## config.mk

```make
export PLATFORM = sky130hd
export DESIGN_NAME = serial_twos_decoder
export DESIGN_NICKNAME = d
export VERILOG_FILES = /design/src/rtl/serial_twos_decoder.sv
export SDC_FILE = /design/constraint.sdc
export NUM_CORES = 1
export LEC_CHECK = 0
export BUFFER_PORTS_ARGS = -buffer_cell sky130_fd_sc_hd__buf_4
export CELL_PAD_IN_SITES_DETAIL_PLACEMENT = 1
export CELL_PAD_IN_SITES_GLOBAL_PLACEMENT = 1
export CORE_ASPECT_RATIO = 1.5
export CORE_MARGIN = 2
export CORE_UTILIZATION = 25
export CTS_BUF_LIST = sky130_fd_sc_hd__clkbuf_8
export CTS_CLUSTER_SIZE = 40
export DETAILED_ROUTE_END_ITERATION = 7
export PLACE_DENSITY_LB_ADDON = 0.1
export SYNTH_ARGS = -nofsm -noshare
export SYNTH_HDL_FRONTEND = slang
export SYNTH_SLANG_ARGS = --single-unit
export TNS_END_PERCENT = 1
```

## constraint.sdc

```tcl
create_clock -name t_clock -period 4.4 [get_ports t_clock]
set_input_delay 0.88 -clock t_clock [delete_from_list [all_inputs] [get_ports t_clock]]
set_output_delay 0.88 -clock t_clock [all_outputs]
set_load 0.01 [all_outputs]
```

## src/rtl/serial_twos_decoder.sv

```systemverilog
// Serial two's-complement decoder: LSB-first frames in, negated
// parallel words out, with one word of holding space behind y.
module serial_twos_decoder #(
    parameter int WIDTH = 8
) (
    input  logic             t_clock,
    input  logic             r_n,
    input  logic             i,
    input  logic             i_valid,
    input  logic             i_start,
    output logic             i_ready,
    output logic [WIDTH-1:0] y,
    output logic             y_valid,
    input  logic             y_ready,
    output logic             ovf,
    output logic             err
);
    localparam int CW = $clog2(WIDTH + 1);
    localparam logic [CW-1:0] LAST = CW'(WIDTH);
    localparam logic [WIDTH-1:0] MOST_NEG = {1'b1, {(WIDTH-1){1'b0}}};

    typedef enum logic [1:0] {
        IDLE,
        RECV,
        HOLD
    } state_t;

    state_t           state;
    logic [CW-1:0]    count;
    logic             seen_one;
    logic [WIDTH-1:0] sr;

    logic             take;
    logic             restart;
    logic             seen_eff;
    logic             dbit;
    logic             done;
    logic             slot_free;
    logic             y_fire;
    logic [CW-1:0]    count_nxt;
    logic [WIDTH-1:0] word;

    assign i_ready   = (state != HOLD);
    assign take      = i_valid && i_ready;
    assign restart   = take && i_start;
    assign y_fire    = y_valid && y_ready;
    assign slot_free = !y_valid || y_ready;

    // A start bit always decodes as if no 1 has been seen yet.
    assign seen_eff  = restart ? 1'b0 : seen_one;
    assign dbit      = seen_eff ? ~i : i;
    assign word      = {dbit, sr[WIDTH-1:1]};
    assign count_nxt = restart ? CW'(1) : count + CW'(1);
    assign done      = take && (state == RECV) && !i_start
                       && (count_nxt == LAST);

    always_ff @(posedge t_clock) begin
        if (!r_n) begin
            state    <= IDLE;
            count    <= '0;
            seen_one <= 1'b0;
            sr       <= '0;
            y        <= '0;
            y_valid  <= 1'b0;
            ovf      <= 1'b0;
            err      <= 1'b0;
        end else begin
            err <= 1'b0;
            if (y_fire) begin
                y_valid <= 1'b0;
            end
            unique case (state)
                IDLE: begin
                    if (restart) begin
                        seen_one <= i;
                        sr       <= word;
                        count    <= count_nxt;
                        state    <= RECV;
                    end
                end
                RECV: begin
                    if (take) begin
                        seen_one <= seen_eff | i;
                        sr       <= word;
                        count    <= count_nxt;
                        err      <= i_start;
                        if (done) begin
                            count <= '0;
                            if (slot_free) begin
                                y       <= word;
                                ovf     <= (word == MOST_NEG);
                                y_valid <= 1'b1;
                                state   <= IDLE;
                            end else begin
                                state <= HOLD;
                            end
                        end
                    end
                end
                HOLD: begin
                    if (y_fire) begin
                        y       <= sr;
                        ovf     <= (sr == MOST_NEG);
                        y_valid <= 1'b1;
                        state   <= IDLE;
                    end
                end
                default: state <= IDLE;
            endcase
        end
    end
endmodule

```

# [Word level (Yosys, flattened, before mapping)]
# Cells that the tools add are included.
[totals] ff_bits=26 wordCells=73
[classes] add_sub_neg=1 eq_ne=11 muxes=35 bitwise_logic=2 n_reduce_logical=16
[ops] cell="8-bit two-way mux" n=6
[ops] cell="8-bit case mux with 2 select lines" n=2
[ops] cell="8-bit == test (second input constant)" n=2
[ops] cell="4-bit two-way mux" n=4
[ops] cell="1-bit two-way mux" n=13
[ops] cell="2-bit != test (second input constant)" n=6
[ops] cell="2-bit two-way mux" n=5
[ops] cell="4-bit case mux with 2 select lines" n=1
[ops] cell="1-bit logical AND" n=6
[ops] cell="1-bit case mux with 2 select lines" n=3
[ops] cell="2-bit case mux with 3 select lines" n=1
[ops] cell="3-bit AND reduction" n=2
[ops] cell="5-bit AND reduction" n=1
[ops] cell="4-bit by 1-bit adder with 4-bit output (second input constant)" n=1
[ops] cell="4-bit == test (second input constant)" n=1
[ops] cell="4-bit AND reduction" n=1
[ops] cell="2-bit nonzero test" n=2
[ops] cell="2-bit by 1-bit == test with 1-bit output (second input constant)" n=1
[ops] cell="2-bit == test (second input constant)" n=1
[ops] cell="1-bit logical NOT" n=2
[ops] cell="2-bit logical NOT" n=1
[ops] cell="1-bit logical OR" n=1
[ops] cell="1-bit NOT" n=1
[ops] cell="1-bit OR" n=1

# [Longest topological paths before layout]
# Gate-level depths: netlist of the first run.
[depth] depth_word=10 ltp_mapped=10

# [Least setup slack after synthesis of the first run]
# Ideal clock, no wire load.
[synth_path] path_type="input -> register" start="input port y_ready" end="register y[0]" setup_time_ps=118 t_arrival_ps=1964 required_time_ps=4282 slack_ps=2318 cell_stages=6 path_cell_list="and2b_1 -> o32ai_1 -> o311ai_2 -> and2_0 -> clkbuf_2 -> o2bb2ai_1"
[synth_via] elab_chain_cells=3 elab_cells_between_ends=5
[synth_lines] item="start: declaration" line_no="14" text="input logic y_ready,"
[synth_lines] item="1-bit logical AND or 1-bit logical OR (tied branches)" line_no="46, 47"
[synth_lines] item="2-bit != test (no line)"
[synth_lines] item="5-bit AND reduction (no line) *"
[synth_lines] item="end signal: assignment" line_no="90" text="y <= word;"
[synth_lines] item="end signal: assignment" line_no="102" text="y <= sr;"
[synth_lines] item="end: declaration" line_no="12" text="output logic [WIDTH-1:0] y,"
# Every way passes the cells marked *; elsewhere a longest branch is shown, timed or not.
# A chain may end at the register's enable or synchronous reset.

# [Worst setup path in the final report of the first run]
[layout_path] start="register state[0]" end="output port i_ready"
[layout_via] elab_chain_cells=1
[layout_lines] item="start: declaration" line_no="28" text="state_t state;"
[layout_lines] item="start signal: assignment" line_no="59" text="state <= IDLE;"
[layout_lines] item="start signal: assignment" line_no="78" text="state <= RECV;"
[layout_lines] item="start signal: assignment" line_no="93" text="state <= IDLE;"
[layout_lines] item="2-bit != test" line_no="43" text="assign i_ready = (state != HOLD);"
[layout_lines] item="end: declaration" line_no="11" text="output logic i_ready,"
# No other way between the ends.

==> qor.yml, run 1 <==
cts_resized: 0
synth_nets: 164
vdd.ir_drop.worst_uv: 110
synth_top_area_share_pct: 37.4
cts_hold_buf: 0
path_class: "reg2out"
grt_pass1_vias: 1239
cp-startpoint: "state[0]$_SDFFE_PN0P_"
worstPathRequired_ns: 3.52
fin_skew_ns: 0.00309
p_switching_mw: 0.226
ys_seq_area_share_pct: 37.4
postSynthCellCount: 153
yosys-top-cells-count: "dfxtp_1 (26), nand2_1 (14), mux2i_1 (11), a21oi_1 (10), nor2b_1 (9)"
clk_pin_slew_ns: 0.10
placed_area_mm2: 0.00157
worstReg2RegStart: "state[1]$_SDFFE_PN0P_"
yosys.area.top_type: "dfxtp_1"
synth.ff_latch_count: 26
switching_share_pct: 32.8
vias: 1139
ant_nets: 0
status: "finished clean"
gp_congestion: 0.758
syn-mean-instance-area_um2: 9.10
drt-pass1-iter-count: 4
start_util_pct: 25.7
insertion_delay_ns: 0.28
grt_start_max_net_pins: 26
die_w_um: 64.9
nets: 179
min_period_over_period_pct: 59.4
yosysUniqueCellTypes: 40
cp-start-kind: "flop"
sequentialPowerShare_pct: 39.3
crit_fanout: 14
diodes: 0
hold_viol: 0
fmax_mhz: 383
wirelength_mm: 3.74
drcViolationCount: 0
routed_via_density: 4.81
antenna_found_initial: 0
async_reset_ff_share_pct: 0
io_pins: 18
comb_power_share_pct: 31.1
arrival_ns: 1.73
ctsRootBufferMaster: "clkbuf_8"
synth_edf_count: 0
synthesis.area_mm2: 0.00139
setup_slack_ns: 1.79
fin_area_mm2: 0.00164
grt_pass1_wl_mm: 6.19
grt-ovfl-total: 0
rsz0062_at_grt: "false"
power.total_mw: 0.689
slew_headroom_pct: 33.9
tns_ns: 0
clkPwrFrac_pct: 29.6
yosysWarnings: 0
cts_num_sinks: 26
htreeDepth: 1
grt_usage_pct: 13.4
synth_area_leaders: "dfxtp_1 (37%), mux2i_1 (7.9%), ha_1 (4.5%), o2bb2ai_1 (4.4%), nor2b_1 (4.0%)"
yosysMostFrequentCell: "dfxtp_1"
powerDensity_mw_per_mm2: 420
synth_ff_type: "dfxtp_1"
drive_above_1_share_pct: 15.6
cts-buffers-inserted: 3
worst_slew_pin_slew_ns: 0.988
hold_path.class: "reg2reg"
dpl_worst_slack_ns: 1.88
slew_violations: 0
cts_setup_buffers: 0
portBuffers: 17
cp-end-kind: "primary output"
rows: 33
wl_per_cell_um: 15.8
drt_iter0_markers: 25
finalSetupViolations: 0
intPower_mw: 0.463
cts_tree: "built"
p_leak_nw: 0.648
cts_buffer_depth: 2
period_needed_ns: 2.61
area_growth_pct: 17.7
die_height_um: 95.4
maxCapViolCount: 0
dp_hpwl_mm: 2.88
coreArea_mm2: 0.00541
hold_start: "ovf$_SDFFE_PN0P_"
die-area_mm2: 0.00620
critical path, cell delays in order (launching register included):
cell and delay (ns):
dfxtp_1 0.34, inv_1 0.09, ha_1 0.42, clkinv_1 0.36
buf_4 0.25
routing by layer:
layer | GRT usage [%] | part of all wire [%] | vias up
met5 | 0 | 0 | -
met2 | 26.7 | 55 | 15
li1 | - | - | 576
met3 | 2.24 | 2.7 | 4
met1 | 13.7 | 41 | 544
met4 | 4.79 | 1.3 | 0
per-stage QoR:
step           hold WS [ns]  instances  utilization [%]
2_1_floorplan         0.455        153                -
3_3_place_gp          0.458        233             29.0
3_5_place_dp          0.466        233             29.0
4_1_cts               0.483        237             30.3
5_1_grt               0.493        237             30.3
6_report              0.476        237             30.3
placed cells by master, fill, tap and decap left out, drive strengths merged, types with 2 or more instances in the layout:
cell,Yosys,layout
nor2,4,4
clkbuf,4,3
nand3,7,7
o2bb2ai,7,7
a21oi,10,10
nand2,14,14
o31ai,3,3
and3,8,8
buf,3,17
nor3,2,2
dfxtp,26,26
xor2,2,2
o21ai,8,8
nand2b,2,2
inv,6,6
and2b,2,2
mux2i,11,11
ha,5,5
a21boi,5,5
nand3b,2,2
nor2b,9,9
and2,3,3
power by group through the flow:
stage / Combinational [mW] / Sequential, mW / Clock, mW
floorplan: 0.159 / 0.276 / 0
global placement: 0.214 / 0.275 / 0
detailed placement: 0.218 / 0.276 / 0
CTS: 0.219 / 0.271 / 0.214
global route: 0.235 / 0.274 / 0.223
finish: 0.214 / 0.271 / 0.204
state kept, by name, indices dropped and copies added, names as in the netlist:
name and flops:
ovf 1, state 2, err 1, count 4, seen_one 1, y 8, sr 8, y_valid 1
worst paths after layout:
check                           slack (ns)  cells after the start                     to
worst max-delay path                  1.79                      4                i_ready
worst min-delay path                  0.48                      2       ovf$_SDFFE_PN0P_
worst max register to register        2.04                      6  count[3]$_SDFFE_PN0P_
worst min register to register        0.48                      2       ovf$_SDFFE_PN0P_
kinds of logic after synthesis:
kind of cell / share of synthesized area, %
XOR/XNOR: 1.26
flip-flops: 37.4
buffers and inverters: 4.76
multiplexers: 7.91
AND/OR/NAND/NOR: 23.8
adder cells (fa/ha/maj): 4.49
AO/OA/AOI/OAI: 20.4
area by class of cell:
cell class	count	area, um^2
Inverter	7	26.3
Fill cell	631	3770
Timing Repair Buffer	17	128
Tap cell	70	87.6
Sequential cell	26	520
Clock inverter	1	30.0
Clock buffer	3	41.3
Multi-Input combinational cell	113	806
No activity file was read; power rests on OpenSTA's default activity.
==> inputs of run 2 (changes only) <==
==> constraint.sdc (replaced) <==
create_clock -name t_clock -period 2.2 [get_ports t_clock]
set_input_delay 0.44 -clock t_clock [delete_from_list [all_inputs] [get_ports t_clock]]
set_output_delay 0.44 -clock t_clock [all_outputs]
set_load 0.01 [all_outputs]
==> run 2 against run 1 <==
Against the previous run: clock skew increased by 0.0067 ns; sequential share of layout area decreased by 0.76 points; final cell count increased by 2.1%; sequential power increased by 99%; die area unchanged; via count increased by 3.0%; global-route usage increased by 0.57 points; non-clock buffer count increased by 5; worst setup slack got worse by 1.6 ns; flip-flop and latch count unchanged; critical path type unchanged; largest cell class unchanged.
==> qor.yml, run 2 (same netlist as run 1, synthesis figures left out) <==
diodes: 0  # unchanged
gp_congestion: 0.771  # +1.7%
cts_tree: "built"
portBuffers: 17  # unchanged
nFillCells: 642  # +1.7%
rows: 33  # unchanged
dp_hpwl_mm: 2.99  # +3.9%
status: "finished clean"
antenna_found_initial: 0  # unchanged
drt_iter0_markers: 23  # -8.0%
maxCapViolCount: 0  # unchanged
power.total_mw: 1.40  # +100%
vias: 1173  # +3.0%
ctsRootBufferMaster: "clkbuf_8"
routed_via_density: 4.85  # +0.86%
start_util_pct: 25.7  # unchanged
fin_skew_ns: 0.00975  # +0.00666 ns
multi_input_area_um2: 808  # +0.31%
grt_start_max_net_pins: 26  # unchanged
layout_common_cells: "dfxtp_1 (26), buf_4 (22), nand2_1 (14)"
htreeDepth: 1  # unchanged
insertion_delay_ns: 0.28  # about the same
final_util_pct: 31.0  # +0.74 points
clk_pin_slew_ns: 0.09  # about the same
die_w_um: 64.9  # unchanged
seq_area_um2: 520  # unchanged
worst_slew_pin_slew_ns: 0.455  # -0.533 ns
drt-pass1-iter-count: 4  # unchanged
cts-buffers-inserted: 3  # unchanged
worstPathRequired_ns: 1.76  # -1.76 ns
hold_viol: 0  # unchanged
io_pins: 18  # unchanged
die_height_um: 95.4  # unchanged
powerDensity_mw_per_mm2: 836  # +99%
min_period_over_period_pct: 92.5
ant_nets: 0  # unchanged
slew_headroom_pct: 68.8  # +35 points
fmax_mhz: 492
grt_usage_pct: 14.0  # +0.57 points
drive_above_1_share_pct: 18.6  # +3.0 points
cp-start-kind: "flop"
reg_top3: "sr: 8 flops, y: 8 flops, count: 4 flops"
crit_fanout: 12  # -2
cp-end-kind: "primary output"
grt_pass1_wl_mm: 6.44  # +4.1%
wirelength_mm: 3.80  # +1.7%
drcViolationCount: 0  # unchanged
p_leak_nw: 0.672  # +3.7%
finalSetupViolations: 0  # unchanged
tns_ns: 0  # unchanged
slew_violations: 0  # unchanged
grt-ovfl-total: 0  # unchanged
path_class: "reg2out"
arrival_ns: 1.59  # -0.14 ns
cts_buffer_depth: 2  # unchanged
placed_area_mm2: 0.00161  # +2.4%
coreArea_mm2: 0.00541  # unchanged
grt_pass1_vias: 1302  # +5.1%
wl_per_cell_um: 15.7  # -0.39%
fin_area_mm2: 0.00168  # +2.4%
cts_hold_buf: 0  # unchanged
area_growth_pct: 20.6
hold_path.class: "reg2reg"
whs_ns: 0.474  # -0.00192 ns
mostFrequentLayoutCell: "dfxtp_1"
rsz0062_at_grt: "false"
vdd.ir_drop.worst_uv: 218  # +98%
die-area_mm2: 0.00620  # unchanged
cts_num_sinks: 26  # unchanged
period_needed_ns: 2.03
nets: 184  # +2.8%
-- run 2: cell types whose count changed in the layout (fill, tap and decap cells not counted), sizes merged --
cell  change
buf       +5
-- run 2: final timing paths --
check | start | endpoint | slack, ns | cells past startpoint
min | y[4]$_SDFFE_PN0P_ | y[4]$_SDFFE_PN0P_ | 0.47 | 1
max reg2reg | state[1]$_SDFFE_PN0P_ | y[5]$_SDFFE_PN0P_ | 0.17 | 7
max | state[0]$_SDFFE_PN0P_ | i_ready | 0.17 | 5
min reg2reg | y[4]$_SDFFE_PN0P_ | y[4]$_SDFFE_PN0P_ | 0.47 | 1
-- run 2: metrics by stage --
stage / setup slack [ns] / std cells
5_1_grt: 0.0270 / 242
6_report: 0.166 / 242
3_3_place_gp: 0.179 / 238
3_5_place_dp: 0.0573 / 238
2_1_floorplan: 0.309 / 153
4_1_cts: 0.0400 / 242
-- run 2: cell type report --
class                   instances  area share (%)
multi-input cells             113            48.1
inverters                       7            1.56
well taps                      70            5.22
clock inverters                 1            1.79
flip-flops and latches         26            31.0
clock buffers                   3            2.46
repair buffers                 22            9.84
-- run 2: repair_timing --
item / 4_1_cts / 5_1_grt
setup buffers: 0 / 0
endpoints found under the hold margin: 0 / 0
endpoints found under the setup margin: 0 / 7
gates resized for setup: 0 / 2
-- run 2: power by group --
group	internal (mW)	switching, mW	total (mW)
clock	0.244	0.164	0.408
combinational	0.195	0.263	0.458
sequential	0.509	0.0285	0.538
-- run 2: critical path: stages, from the launching register on --
cell and delay [ns]:
dfxtp_1 0.34, inv_1 0.08, ha_1 0.20, buf_4 0.19
clkinv_1 0.27, buf_4 0.25
-- run 2: routing by layer --
metal  vias to the layer above  GRT usage [%]  routed length, um
li1                        582              -                  -
met1                       560           14.7               1520
met2                        22           26.0               2060
met3                         9           2.01                102
met4                         0           8.33                120
met5                         -              0                  0
==> inputs of run 3 (changes only) <==
--- a/config.mk
+++ b/config.mk
@@ -8,7 +8,6 @@
 export BUFFER_PORTS_ARGS = -buffer_cell sky130_fd_sc_hd__buf_4
 export CELL_PAD_IN_SITES_DETAIL_PLACEMENT = 1
 export CELL_PAD_IN_SITES_GLOBAL_PLACEMENT = 1
-export CORE_ASPECT_RATIO = 1.5
 export CORE_MARGIN = 2
 export CORE_UTILIZATION = 25
 export CTS_BUF_LIST = sky130_fd_sc_hd__clkbuf_8
==> run 3 against run 2 <==
Against the previous run: via count fell by 2.8%; final area barely moved; utilization fell by 0.15 points.
==> qor.yml, run 3 (same netlist as run 1, synthesis figures left out) <==
finalNonFillerCells: 243  # +0.41%
die_w_um: 78.6  # +21%
wirelength_mm: 3.52  # -7.5%
cts_setup_buffers: 0  # unchanged
crit_fanout: 7  # -5
diodes: 0  # unchanged
min_period_over_period_pct: 91.1  # -1.4 points
slew_headroom_pct: 74.3  # +5.6 points
numPlacedInstances: 239  # +0.42%
coreArea_mm2: 0.00544  # +0.56%
mostFrequentLayoutCell: "dfxtp_1"
start_util_pct: 25.6  # -0.14 points
drcViolationCount: 0  # unchanged
placed_area_mm2: 0.00160  # -0.31%
r2r-end: "y[3]$_SDFFE_PN0P_"
max_stage_delay_ns: 0.43  # +0.09 ns
gp_congestion: 0.760  # -1.4%
wl_per_cell_um: 14.5  # -7.9%
cts-buffers-inserted: 3  # unchanged
worstReg2RegStart: "count[0]$_SDFFE_PN0P_"
whs_ns: 0.476  # +0.00186 ns
fin_area_mm2: 0.00168  # about the same
status: "finished clean"
hold_path.class: "reg2reg"
cts_hold_buf: 0  # unchanged
cp-start-kind: "flop"
grt-ovfl-total: 0  # unchanged
fin_skew_ns: 0.00629  # -0.00346 ns
endpoint: "y[3]$_SDFFE_PN0P_"
ctsRootBufferMaster: "clkbuf_8"
grt_pass1_vias: 1187  # -8.8%
hold_viol: 0  # unchanged
layout_common_cells: "dfxtp_1 (26), buf_4 (21), nand2_1 (13)"
fmax_mhz: 499  # +1.5%
dp_hpwl_mm: 2.67  # -11%
maxCapViolCount: 0  # unchanged
finalSetupViolations: 0  # unchanged
nets: 183  # -0.54%
antenna_found_initial: 0  # unchanged
ff2ff_setup_slack_ns: 0.20  # +0.03 ns
nFillCells: 630  # -1.9%
htreeDepth: 1  # unchanged
cts_buffer_depth: 2  # unchanged
p_leak_nw: 0.668  # -0.71%
path_class: "reg2reg"
arrival_ns: 2.21  # +0.62 ns
die_height_um: 78.6  # -18%
cp-startpoint: "count[0]$_SDFFE_PN0P_"
rows: 27  # -18%
worstPathRequired_ns: 2.41  # +0.65 ns
rr_worst_depth: 6  # -1
insertion_delay_ns: 0.28  # about the same
ant_nets: 0  # unchanged
grt_usage_pct: 12.6  # -1.4 points
crit_slowest_cell: "or3_4"
clk_pin_slew_ns: 0.10  # about the same
area_growth_pct: 20.7  # about the same
routed_via_density: 4.69  # -3.2%
portBuffers: 17  # unchanged
dpl_worst_slack_ns: 0.0753  # +0.0180 ns
vias: 1140  # -2.8%
period_needed_ns: 2.00  # -0.0302 ns
drive_above_1_share_pct: 19.3  # +0.69 points
hold_start: "y[5]$_SDFFE_PN0P_"
io_pins: 18  # unchanged
setup_slack_ns: 0.196  # +0.0302 ns
drt-pass1-iter-count: 4  # unchanged
cts_num_sinks: 26  # unchanged
tns_ns: 0  # unchanged
grt_start_max_net_pins: 26  # unchanged
crit_chain: "ha_1, nand4bb_1, or3_4, o31ai_4, nand3_4, o2bb2ai_1"
powerDensity_mw_per_mm2: 836  # about the same
die-area_mm2: 0.00618  # -0.20%
cp-end-kind: "flop"
rsz0062_at_grt: "false"
drt_iter0_markers: 70  # +200%
vdd.ir_drop.worst_uv: 249  # +14%
grt_pass1_wl_mm: 6.11  # -5.2%
slew_violations: 0  # unchanged
reg_top3: "sr: 8 flops, y: 8 flops, count: 4 flops"
cts_tree: "built"
worst_slew_pin_slew_ns: 0.384  # -0.0710 ns
[run 3: cell count changes in the layout (fill, tap and decap cells not counted)]
cell and change:
buf_4 -1, clkinv_1 -1, clkinvlp_4 +1, nand2_1 -1, nand2_2 +1
[run 3: layer usage]
layer  track usage, %  vias to the layer above  share of wire (%)
met4             4.74                        0                1.6
met5                0                        -                  0
met2             19.7                       10                 44
met1             17.4                      539                 53
li1                 -                      586                  -
met3             2.07                        5                1.6
[run 3: critical path: cells and delay by family, from the launching register on]
| family | cells | cell delay (ns) |
|---|---|---|
| AO/OA/AOI/OAI | 2 | 0.46 |
| AND/OR/NAND/NOR | 3 | 0.80 |
| flip-flops | 1 | 0.36 |
| adder cells (fa/ha/maj) | 1 | 0.31 |
[run 3: worst min-delay path by stage]
stage                                       end  depth (start not counted)
after floorplan           state[1]$_SDFFE_PN0P_                          2
after global placement        y[2]$_SDFFE_PN0P_                          1
after detailed placement      y[5]$_SDFFE_PN0P_                          1
after CTS                     y[5]$_SDFFE_PN0P_                          1
after global routing          y[5]$_SDFFE_PN0P_                          1
final                         y[5]$_SDFFE_PN0P_                          1
[run 3: through the flow]
step / util (%) / total power [mW]
after detailed placement: 29.4 / 1.01
after global placement: 29.4 / 0.998
after CTS: 30.7 / 1.43
after global routing: 30.9 / 1.50
after floorplan: - / 0.872
final: 30.9 / 1.41
[run 3: final cells by class]
type                       instances  area, um^2  area share (%)
clock buffer                       3        41.3            2.46
clock inverter                     1        30.0            1.79
inverter                           7        30.0            1.79
multi-input combinational        113         811            48.3
sequential                        26         520            31.0
tap                               72        90.1            5.36
timing repair buffer              21         158            9.38
[run 3: what timing repair did]
action / in CTS / in global routing
gates resized for setup: 0 / 4
hold endpoints to repair: 0 / 0
endpoints found under the setup margin: 0 / 9
[run 3: power breakdown]
part           total [mW]  internal, mW  switching, mW
Sequential          0.542         0.509         0.0325
Clock               0.407         0.244          0.163
Combinational       0.456         0.198          0.259
